===== src/rtl/updown_counter_191_pkg.sv =====
`default_nettype none
// ----------------------------------------------------------------------------
// counter_pkg
// Shared constants and helpers for the cascadable up/down counter.
// Revision: 1.0 - initial release
// ----------------------------------------------------------------------------
package counter_pkg;

  localparam int   NIBBLE_W = 4;
  localparam logic DIR_UP   = 1'b0;
  localparam logic DIR_DOWN = 1'b1;

  // Nibble value a stage must hold before it passes a carry/borrow upward
  function automatic logic [NIBBLE_W-1:0] terminal_nibble(input logic dir);
    return (dir == DIR_DOWN) ? 4'h0 : 4'hF;
  endfunction

endpackage
`default_nettype wire


===== src/rtl/updown_counter_191_if.sv =====
`default_nettype none
// ----------------------------------------------------------------------------
// updown_counter_191_if
// Control, data and status bundle of the up/down counter.
// Revision: 1.0 - initial release
// ----------------------------------------------------------------------------
interface updown_counter_191_if #(
  parameter int STAGES = 2
);
  localparam int W = 4 * STAGES;

  logic         LOAD_n;
  logic         CTEN_n;
  logic         D_U;
  logic [W-1:0] D;
  logic [W-1:0] Q;
  logic         MAX_MIN;
  logic         RCO_n;
  logic         WRAP;

  // Driver side: supplies controls and load data, observes count/status
  modport master (
    output LOAD_n, CTEN_n, D_U, D,
    input  Q, MAX_MIN, RCO_n, WRAP
  );

  // Counter side
  modport slave (
    input  LOAD_n, CTEN_n, D_U, D,
    output Q, MAX_MIN, RCO_n, WRAP
  );
endinterface
`default_nettype wire


===== src/rtl/updown_counter_191_nibble.sv =====
`default_nettype none
// ----------------------------------------------------------------------------
// updown_nibble
// One 4-bit stage: sync clear, parallel load, step up/down on cascade enable.
// Revision: 1.0 - initial release
// ----------------------------------------------------------------------------
module updown_nibble
  import counter_pkg::*;
(
  input  wire logic                clk,
  input  wire logic                clr,
  input  wire logic                load_n,
  input  wire logic [NIBBLE_W-1:0] ld_data,
  input  wire logic                dir,
  input  wire logic                step_in,
  output logic [NIBBLE_W-1:0]      q,
  output logic                     term,
  output logic                     step_out
);

  logic [NIBBLE_W-1:0] q_q;
  logic [NIBBLE_W-1:0] q_d;

  // Next nibble value: load beats counting, otherwise step when enabled
  always_comb begin
    q_d = q_q;
    if (!load_n) begin
      q_d = ld_data;
    end else if (step_in) begin
      q_d = (dir == DIR_DOWN) ? (q_q - 4'd1) : (q_q + 4'd1);
    end
  end

  // Stage register with synchronous clear taking precedence
  always_ff @(posedge clk) begin
    if (clr) begin
      q_q <= '0;
    end else begin
      q_q <= q_d;
    end
  end

  // Terminal is ungated; the cascade output only passes an enabled step
  always_comb begin
    q        = q_q;
    term     = (q_q == terminal_nibble(dir));
    step_out = step_in & term;
  end

endmodule
`default_nettype wire


===== src/rtl/updown_counter_191.sv =====
`default_nettype none
// ----------------------------------------------------------------------------
// updown_counter_191
// Presettable, cascadable up/down counter built from 4-bit stages, with
// terminal-count flag, active-low ripple carry/borrow and registered wrap.
// Revision: 1.0 - initial release
// ----------------------------------------------------------------------------
module updown_counter_191
  import counter_pkg::*;
#(
  parameter int STAGES = 2
) (
  input  wire logic           CLK,
  input  wire logic           CLR,
  updown_counter_191_if.slave bus
);

  logic [STAGES-1:0] step;
  logic [STAGES-1:0] cas;
  logic [STAGES-1:0] term;
  logic              wrap_q;
  logic              wrap_d;

  // Stage 0 steps on the enable alone; each higher stage waits on the chain
  assign step[0] = ~bus.CTEN_n;

  for (genvar k = 0; k < STAGES; k++) begin : g_stage
    if (k > 0) begin : g_chain
      assign step[k] = cas[k-1];
    end

    updown_nibble u_nibble (
      .clk      (CLK),
      .clr      (CLR),
      .load_n   (bus.LOAD_n),
      .ld_data  (bus.D[k*NIBBLE_W +: NIBBLE_W]),
      .dir      (bus.D_U),
      .step_in  (step[k]),
      .q        (bus.Q[k*NIBBLE_W +: NIBBLE_W]),
      .term     (term[k]),
      .step_out (cas[k])
    );
  end

  // Whole-word terminal is the AND of stage terminals; the top cascade
  // output already equals MAX_MIN & ~CTEN_n, so RCO_n is its inverse
  always_comb begin
    bus.MAX_MIN = &term;
    bus.RCO_n   = ~cas[STAGES-1];
  end

  // Wrap occurs only on an enabled count from terminal; clear/load suppress it
  always_comb begin
    wrap_d = 1'b0;
    if (bus.LOAD_n && !bus.CTEN_n) begin
      wrap_d = bus.MAX_MIN;
    end
  end

  // Registered one-cycle wrap pulse
  always_ff @(posedge CLK) begin
    if (CLR) begin
      wrap_q <= 1'b0;
    end else begin
      wrap_q <= wrap_d;
    end
  end

  assign bus.WRAP = wrap_q;

endmodule
`default_nettype wire


===== src/flat_wrapper.sv =====
// flat-port wrapper written by rule: the top's interface ports become plain ports
module updown_counter_191_flat import counter_pkg::*;
#(
  parameter int STAGES = 2
)
  (CLK, CLR, bus_LOAD_n, bus_CTEN_n, bus_D_U, bus_D, bus_Q, bus_MAX_MIN, bus_RCO_n, bus_WRAP);
  updown_counter_191_if #(.STAGES(STAGES)) bus_i ();
  input  wire logic CLK;
  input  wire logic CLR;
  input wire logic [$bits(bus_i.LOAD_n)-1:0] bus_LOAD_n;
  input wire logic [$bits(bus_i.CTEN_n)-1:0] bus_CTEN_n;
  input wire logic [$bits(bus_i.D_U)-1:0] bus_D_U;
  input wire logic [$bits(bus_i.D)-1:0] bus_D;
  output wire logic [$bits(bus_i.Q)-1:0] bus_Q;
  output wire logic [$bits(bus_i.MAX_MIN)-1:0] bus_MAX_MIN;
  output wire logic [$bits(bus_i.RCO_n)-1:0] bus_RCO_n;
  output wire logic [$bits(bus_i.WRAP)-1:0] bus_WRAP;
  assign bus_i.LOAD_n = bus_LOAD_n;
  assign bus_i.CTEN_n = bus_CTEN_n;
  assign bus_i.D_U = bus_D_U;
  assign bus_i.D = bus_D;
  assign bus_Q = bus_i.Q;
  assign bus_MAX_MIN = bus_i.MAX_MIN;
  assign bus_RCO_n = bus_i.RCO_n;
  assign bus_WRAP = bus_i.WRAP;
  updown_counter_191 #(.STAGES(STAGES)) u_core (.CLK(CLK), .CLR(CLR), .bus(bus_i));
endmodule

===== config.mk =====
export PLATFORM = sky130hd
export DESIGN_NAME = updown_counter_191_flat
export DESIGN_NICKNAME = d
export VERILOG_FILES = /design/src/rtl/updown_counter_191_pkg.sv /design/src/rtl/updown_counter_191_if.sv /design/src/rtl/updown_counter_191_nibble.sv /design/src/rtl/updown_counter_191.sv /design/src/flat_wrapper.sv
export SDC_FILE = /design/constraint.sdc
export NUM_CORES = 1
export LEC_CHECK = 0
export ABC_AREA = 1
export BUFFER_PORTS_ARGS = -buffer_cell sky130_fd_sc_hd__buf_2
export CAP_MARGIN = 10
export CORE_UTILIZATION = 53
export CTS_BUF_LIST = sky130_fd_sc_hd__clkbuf_8
export CTS_CLUSTER_DIAMETER = 200
export DETAILED_ROUTE_END_ITERATION = 6
export PLACE_DENSITY_LB_ADDON = 0.12
export SYNTH_ARGS = -nofsm -noshare
export SYNTH_HDL_FRONTEND = slang
export SYNTH_SLANG_ARGS = --single-unit
export TNS_END_PERCENT = 1

===== constraint.sdc =====
create_clock -name CLK -period 2.7 [get_ports CLK]
set_clock_uncertainty 0.05 [all_clocks]
set_input_delay 0.675 -clock CLK [delete_from_list [all_inputs] [get_ports CLK]]
set_output_delay 0.675 -clock CLK [all_outputs]
set_load 0.05 [all_outputs]

==> flow_metrics.py <==
metrics = {
    "status": {
        "status": "finished clean",
    },
    "sta": {
        "fin_tns_setup_ps": 0,
        "fin_crit_ps": 2620,
        "relSlewSlack_pct": 80.1,
        "fmax_mhz": 381,
        "drv_slew": 0,
        "tightest_slew_ps": 298,
        "setup_viol_count_final": 0,
        "post-route-period-util_pct": 97.2,
        "rsz0062_at_grt": "false",
        "final_hold_viol_count": 0,
    },
    "place": {
        "place_congestion": 0.843,
        "dp.cells": 134,
        "io_buffers": 23,
        "hpwl_mm": 1.28,
    },
    "final_layout": {
        "layout.nets": 144,
        "n_antenna_cell": 0,
        "finalNonFillerCells": 138,
        "final_common_cell": "buf_2",
        "syn_to_final_growth_pct": 24.3,
        "drive_above_1_share_pct": 39.5,
        "n_fill_cell": 101,
        "multi_input_area_um2": 484,
        "final_cell_mix": "buf_2 (23), nand2_1 (19), nand3_1 (12)",
        "regArea_um2": 180,
    },
    "synth": {
        "yosys_warnings": 0,
        "synth_edf_count": 0,
        "synthFlopType": "dfxtp_1",
        "synth.distinct_cells": 30,
        "yosysSeqAreaShare_pct": 24.8,
        "netlist_area_um2": 726,
        "ys_seq_elements": 9,
        "yosys.area.top_type_share_pct": 24.8,
        "synth.largest_area_cell": "dfxtp_1",
        "async_reset_ff_share_pct": 0,
        "syn_area_per_cell_um2": 7.41,
        "synth_area_leaders": "dfxtp_1 (25%), nand2_1 (9.8%), nand3_1 (8.3%), ha_1 (6.9%), fa_1 (5.5%)",
        "syn_inst": 98,
        "syn_nets": 117,
    },
    "global_route": {
        "grt_pass1_wl_mm": 2.73,
        "grt_start_max_net_pins": 13,
        "globalRouteOverflowTotal": 0,
        "grt_antenna_before_repair": 0,
        "grt_usage_pct": 27.8,
        "grt_pass1_vias": 688,
    },
    "clock_tree": {
        "path_clk_slew_ps": 50,
        "cts_setup_buffers": 0,
        "cts_buffers": 3,
        "insertion_delay_ps": 240,
        "ctsHoldBuffers": 0,
        "cts_resized": 0,
        "clockBufferDepth": 2,
        "htreeDepth": 1,
        "cts_tree": "yes",
        "cts_sinks": 9,
        "clockRootBuffer": "clkbuf_8",
    },
    "routing": {
        "vias_per_cell": 5.36,
        "wl_per_cell_um": 12.1,
        "drcViolationCount": 0,
        "firstDrtPassIters": 4,
        "vias": 739,
        "postRouteAntennaNets": 0,
        "wirelength_mm": 1.67,
        "drt-initial-drc-count": 14,
    },
    "worst_setup_path": {
        "r2r-end": "u_core.g_stage[1].u_nibble.q[2]",
        "worstPathArrival_ps": 1900,
        "ff2ff_path_depth": 6,
        "critPathKind": "input port to primary output",
        "critical_path_required_ps": 1980,
        "rrSetupSlack_ps": 1160,
        "critPathLaunchType": "input port",
        "r2r_start": "u_core.g_stage[1].u_nibble.q[0]",
        "cp-end-kind": "primary output",
        "cp_max_fo": 6,
    },
    "floorplanning": {
        "fp.dieArea_um2": 1520,
        "io_pins": 24,
        "initial_core_util_pct": 61.2,
        "fp.coreArea_um2": 1190,
        "num_rows": 12,
        "dieWidth_um": 39.0,
        "die_h_um": 39.0,
    },
    "min_path": {
        "hold_path_startpoint": "u_core.g_stage[0].u_nibble.q[2]",
        "min-delay-path-class": "flip-flop to flip-flop",
        "min_path_cells": 2,
        "whs_endpoint": "u_core.g_stage[0].u_nibble.q[2]",
    },
    "power": {
        "power_density_nw_per_um2": 520,
        "leakage_nw": 0.438,
        "peakVddDrop_v": 0.000461,
    },
    "run": {
        "cap_violations": 0,
    },
}
[critical path: stages]
cell and delay [ps]:
buf_2 140, ha_1 320, nand2_2 80, nor2_4 140
nand3_1 110, inv_2 70, nand2_2 70, inv_2 60
buf_2 250
[final cells by class]
| cell class | count | area share, % |
|---|---|---|
| timing repair buffer | 25 | 14.4 |
| tap | 14 | 1.94 |
| multi-input combinational | 74 | 53.7 |
| inverter | 12 | 4.99 |
| clock buffer | 3 | 4.58 |
| clock inverter | 1 | 0.416 |
| sequential | 9 | 20.0 |
[registers in the layout (all words and copies together) (netlist names)]
name and count:
u_core.bus.WRAP 1, u_core.g_stage.u_nibble.q 8
[stage by stage]
step / area [µm²] / hold WS [ps] / util (%) / power [mW] / setup slack, ps
floorplan: 726 / 674 / - / 0.274 / 22.1
global placement: 857 / 461 / 72.3 / 0.309 / 155
detailed placement: 857 / 469 / 72.3 / 0.314 / 88.0
CTS: 902 / 476 / 76.1 / 0.476 / 80.9
global route: 902 / 492 / 76.1 / 0.498 / 23.2
finish: 902 / 466 / 76.1 / 0.469 / 76.0
[where the power goes]
| part | internal [mW] | switching, mW | leakage (nW) |
|---|---|---|---|
| clock | 0.0993 | 0.0572 | 0.0269 |
| sequential | 0.143 | 0.0113 | 0.0742 |
| combinational | 0.0539 | 0.104 | 0.337 |
| total | 0.297 | 0.172 | 0.438 |
[layer usage]
layer	part of all wire [%]	GRT usage [%]	up-vias
met3	5.6	11.6	5
met5	0	0	-
met2	49	46.3	20
met4	1.4	13.8	0
li1	-	-	375
met1	44	29.9	339
[worst max-delay path by stage]
stage	startpoint	to	slack [ps]	cells past startpoint
6_report	bus_D_U	bus_MAX_MIN	80	9
5_1_grt	bus_D_U	bus_MAX_MIN	20	9
4_1_cts	bus_D_U	bus_MAX_MIN	80	9
3_5_place_dp	bus_D_U	bus_MAX_MIN	90	9
3_3_place_gp	bus_D_U	bus_MAX_MIN	150	9
2_1_floorplan	bus_D_U	bus_RCO_n	20	8
[cell families after synthesis]
logic type / share of synthesized area (%)
XOR/XNOR: 3.62
buffers and inverters: 8.45
AO/OA/AOI/OAI: 14.5
flip-flops: 24.8
AND/OR/NAND/NOR: 36.2
adder cells (fa/ha/maj): 12.4
[synth_stat cells (2+ instances only)]
cell type / instances
a21oi_2: 4
a21oi_1: 4
nand3_1: 12
nand2_2: 3
inv_2: 6
nor2_1: 6
ha_1: 4
inv_1: 6
o21ai_0: 3
fa_1: 2
xor2_1: 2
nor2_2: 2
dfxtp_1: 9
nand2_1: 19
(Power assumes the default switching activity.)
